===== src/rtl/seq_detector_param.sv =====
`default_nettype none
// ============================================================================
//  Module      : seq_detector_param
//  Description : Parametrised serial bit-pattern detector. One serial bit is
//                sampled on each rising Clk edge where in_valid=1. The most
//                recent PAT_W bits are compared against PATTERN, and a
//                registered one-cycle pulse is raised on a match.
//                Overlapping or non-overlapping detection is chosen at run
//                time with the overlap input.
//                An optional saturating match counter can be built in.
//
//  Optional    : SEQ_DET_MATCH_CNT_EN
//                  defined   -> match_cnt is a saturating counter of matches,
//                               and cnt_clr clears it synchronously.
//                  undefined -> match_cnt is tied to 0, no counter flops are
//                               built, and cnt_clr is ignored.
//
//  Parameters  : PAT_W   - pattern length in bits (2..16)
//                PATTERN - target sequence, MSB = oldest bit, LSB = newest
//                CNT_W   - match counter width
//
//  Ports       : Clk       in   1      system clock, rising edge
//                Clr       in   1      asynchronous active-high reset
//                in_valid  in   1      qualifies in
//                in        in   1      serial data bit
//                overlap   in   1      1 = overlapping, 0 = non-overlapping
//                cnt_clr   in   1      synchronous clear of match_cnt
//                out       out  1      registered match pulse
//                match_cnt out  CNT_W  matches since reset or cnt_clr
//
//  Revision    : 1.0 - initial release
// ============================================================================
module seq_detector_param #(
    parameter int               PAT_W   = 4,
    parameter logic [PAT_W-1:0] PATTERN = 4'b1011,
    parameter int               CNT_W   = 8
) (
    input  logic             Clk,
    input  logic             Clr,
    input  logic             in_valid,
    input  logic             in,
    input  logic             overlap,
    input  logic             cnt_clr,
    output logic             out,
    output logic [CNT_W-1:0] match_cnt
);

    // fill counts from 0 up to PAT_W, so it needs clog2(PAT_W+1) bits.
    localparam int                  c_FILL_W = $clog2(PAT_W + 1);
    localparam logic [c_FILL_W-1:0] c_FULL   = c_FILL_W'(PAT_W);

    logic [PAT_W-1:0]    r_hist;
    logic [c_FILL_W-1:0] r_fill;
    logic                r_out;

    logic [PAT_W-1:0]    w_next_hist;
    logic [c_FILL_W-1:0] w_next_fill;
    logic                w_match;

    // The match is judged on the window that will exist after this edge.
    // This lets the pulse appear exactly one cycle after the completing bit.
    assign w_next_hist = {r_hist[PAT_W-2:0], in};
    assign w_next_fill = (r_fill == c_FULL) ? c_FULL : r_fill + 1'b1;

    // The fill gate stops reset zeros, or bits already consumed by a
    // non-overlapping match, from being treated as real history.
    assign w_match = in_valid && (w_next_hist == PATTERN) && (w_next_fill == c_FULL);

    always_ff @(posedge Clk or posedge Clr) begin
        if (Clr) begin
            r_hist <= '0;
            r_fill <= '0;
            r_out  <= 1'b0;
        end else begin
            r_out <= w_match;
            if (in_valid) begin
                r_hist <= w_next_hist;
                // In non-overlapping mode, a match consumes the whole window.
                // The history still shifts, but the next match needs PAT_W
                // new bits because fill restarts at 0.
                if (w_match && !overlap) begin
                    r_fill <= '0;
                end else begin
                    r_fill <= w_next_fill;
                end
            end
        end
    end

    assign out = r_out;

`ifdef SEQ_DET_MATCH_CNT_EN
    logic [CNT_W-1:0] r_cnt;

    // cnt_clr has priority, so a match on the same edge is not counted.
    // The counter saturates at all-ones and never wraps.
    always_ff @(posedge Clk or posedge Clr) begin
        if (Clr) begin
            r_cnt <= '0;
        end else if (cnt_clr) begin
            r_cnt <= '0;
        end else if (w_match && (r_cnt != {CNT_W{1'b1}})) begin
            r_cnt <= r_cnt + 1'b1;
        end
    end

    assign match_cnt = r_cnt;
`else
    // No counter is built in this configuration. cnt_clr is deliberately
    // left without effect.
    logic w_unused_cnt_clr;
    assign w_unused_cnt_clr = cnt_clr;
    assign match_cnt        = '0;
`endif

endmodule
`default_nettype wire

===== config.mk =====
export PLATFORM = sky130hd
export DESIGN_NAME = seq_detector_param
export DESIGN_NICKNAME = d
export VERILOG_FILES = /design/src/rtl/seq_detector_param.sv
export SDC_FILE = /design/constraint.sdc
export NUM_CORES = 1
export LEC_CHECK = 0
export ABC_CLOCK_PERIOD_IN_PS = 2600
export CORE_AREA = 5 5 42 44
export CTS_CLUSTER_DIAMETER = 30
export DETAILED_ROUTE_END_ITERATION = 8
export DIE_AREA = 0 0 47 49
export PLACE_DENSITY = 0.63
export SLEW_MARGIN = 20
export SYNTH_ARGS = -nofsm -noshare
export SYNTH_HDL_FRONTEND = slang
export SYNTH_SLANG_ARGS = --single-unit

===== constraint.sdc =====
create_clock -name Clk -period 2.6 [get_ports Clk]
set_clock_uncertainty 0.1 [all_clocks]
set_input_delay 0.26 -clock Clk [delete_from_list [all_inputs] [get_ports Clk]]
set_output_delay 0.26 -clock Clk [all_outputs]
set_load 0.01 [all_outputs]

==> impl_metrics.env <==
export IMPL_dp_hpwl_um=484.1
export IMPL_h_tree_depth=1
export IMPL_finalPower_uw=376.6
export IMPL_first_iter_violations=5
export IMPL_synth_distinct_cells=17
export IMPL_post_layout_nonfiller_instances=62
export IMPL_ys_ff_latch=7
export IMPL_synth_largest_area_cell="dfrtp_1"
export IMPL_start_util=0.2911
export IMPL_power_density_nw_per_um2=813.4
export IMPL_drcViolationCount=0
export IMPL_die_x_um=47
export IMPL_cts_sinks=7
export IMPL_leakagePower_uw=0.0002202
export IMPL_drive_above_1_share=0.1739
export IMPL_fin_crit_ns=1.449
export IMPL_fmax_mhz=690.0
export IMPL_root_buffer="clkbuf_4"
export IMPL_critPathLaunchType="flip-flop"
export IMPL_syn_inst=39
export IMPL_grt_usage=0.06445
export IMPL_die_area_um2=2303
export IMPL_slowest_stage="clkdlybuf4s50_1"
export IMPL_cts_tree="done"
export IMPL_synth_top_area_frac=0.4294
export IMPL_grt_pass1_vias=221
export IMPL_io_buffers=5
export IMPL_drt_total_wl_um=628
export IMPL_boundaryPins=15
export IMPL_ant_nets=0
export IMPL_avgSynthCellArea_um2=10.46
export IMPL_cts_resized=0
export IMPL_path_max_fanout=1
export IMPL_max_cap_viol_count=0
export IMPL_required_ns=2.24
export IMPL_routabilityCongestion=0.6617
export IMPL_path_clk_slew_ns=0.05
export IMPL_grt_setup_unrepaired="no"
export IMPL_outcome="finished clean"
export IMPL_post_cts_buffers=0
export IMPL_ys_warnings_count=0
export IMPL_vias=250
export IMPL_path_buf_inv=1
export IMPL_grt_pass1_wl_um=1007
export IMPL_worstSetupPathType="flip-flop to output pin"
export IMPL_numCtsBuffers=3
export IMPL_critPathTopFamily="buffers and inverters"
export IMPL_cts_hold_repair_buffers=0
export IMPL_die_h_um=49
export IMPL_setup_viol=0
export IMPL_dp_cells=58
export IMPL_num_fill_cells=165
export IMPL_grt_max_degree=10
export IMPL_synth_area_top_cells="dfrtp_1 (43%), buf_4 (17%), mux2_2 (8.3%)"
export IMPL_antenna_found_initial=0
export IMPL_area_growth_pct=13.50
export IMPL_first_pass_iters=3
export IMPL_via_per_inst=4.032
export IMPL_final_common_cell="conb_1"
export IMPL_path_cells="clkdlybuf4s50_1"
export IMPL_nets=55
export IMPL_detail_route_wl_per_cell_um=10.13
export IMPL_hold_path_class="input port to asynchronous set/reset pin"
export IMPL_clk_path_buf_depth=2
export IMPL_grt_overflow=0
export IMPL_synth_seq_area_share=0.4294
export IMPL_timing_final_crit_share=0.5574
export IMPL_core_area_um2=1401
export IMPL_slowest_delay_ns=0.53
export IMPL_fin_setup_tns_ns=0
export IMPL_antenna_diode_count=0
export IMPL_drv_slew=0
export IMPL_num_rows=14
export IMPL_netlist_area_um2=407.9
export IMPL_finalHoldViolCount=0
export IMPL_cp_end_kind="output pin"
export IMPL_clkLatencyLatePin_ns=0.25
export IMPL_peakVddDrop_mv=0.4461
export IMPL_cp_arrival_ns=1.09
export IMPL_final_cell_mix="conb_1 (8), dfrtp_1 (7), clkdlybuf4s50_1 (5), inv_1 (4)"
==> where the power goes <==
part / leakage, µW / switching [µW] / internal [µW] / total, µW
sequential: 0.0000859 / 24.0 / 138 / 162
combinational: 0.000119 / 57.8 / 57.6 / 115
clock: 0.0000150 / 40.5 / 58.6 / 99.0
total: 0.000220 / 122 / 254 / 377
==> logic make-up after synthesis <==
family | after synthesis | share of synthesized area
compound gates | 6 | 0.1104
fa+ha+maj | 2 | 0.06134
buf+inv | 13 | 0.2024
flops | 7 | 0.4295
mux | 3 | 0.08282
other cells | 1 | 0.009194
simple gates | 7 | 0.1043
==> per-stage QoR <==
| stage | area [µm²] | util | setup slack [ns] | hold slack (ns) |
|---|---|---|---|---|
| after global routing | 462.9 | 0.3304 | 1.103 | 0.1496 |
| after floorplan | 434.2 | - | 1.308 | -0.03660 |
| after global placement | 436.7 | 0.3116 | 1.041 | 0.3908 |
| final | 462.9 | 0.3304 | 1.151 | 0.1374 |
| after CTS | 462.9 | 0.3304 | 1.139 | 0.1487 |
| after detailed placement | 436.7 | 0.3116 | 1.035 | 0.4033 |
==> state kept, by name, summed over array words and instances (netlist names) <==
| name | cells |
|---|---|
| out | 1 |
| r_fill | 3 |
| r_hist | 3 |
==> path summary, 6_finish.rpt <==
kind	endpoint	start	depth (start not counted)	slack, ns
max	out	out	1	1.15
min	r_fill[2]	Clr	2	0.14
max reg2reg	out	r_fill[0]	5	1.21
min reg2reg	r_hist[2]	r_hist[2]	1	0.41
max in group asynchronous	r_fill[1]	Clr	2	2.05
min in group Clk	r_hist[2]	r_hist[2]	1	0.41
==> cells in the mapped netlist (all sizes together) <==
library cell  n
ha            2
nor2b         1
buf           9
dfrtp         7
a2bb2oi       1
mux2          3
nand4bb       1
nand2         2
o21ai         3
inv           4
a31oi         1
conb          1
and3          1
a21oi         1
nor2          1
nor3b         1
==> routing by layer <==
layer	global-route usage	wire length [µm]	vias to the layer above
met5	0	0	-
li1	-	-	124
met1	0.06935	256	115
met4	0.02765	13	0
met3	0.05535	63	2
met2	0.08824	294	9
==> area by class of cell <==
cell class                      instances  area [µm²]  share of cell area
Tap cell                               16       20.02             0.04324
Inverter                                4       15.01             0.03243
Timing Repair Buffer                    5       50.05              0.1081
Sequential cell                         7       175.2              0.3784
Multi-Input combinational cell         26       176.4              0.3811
Clock buffer                            4       26.28             0.05676
No activity file was read; power rests on OpenSTA's default activity.
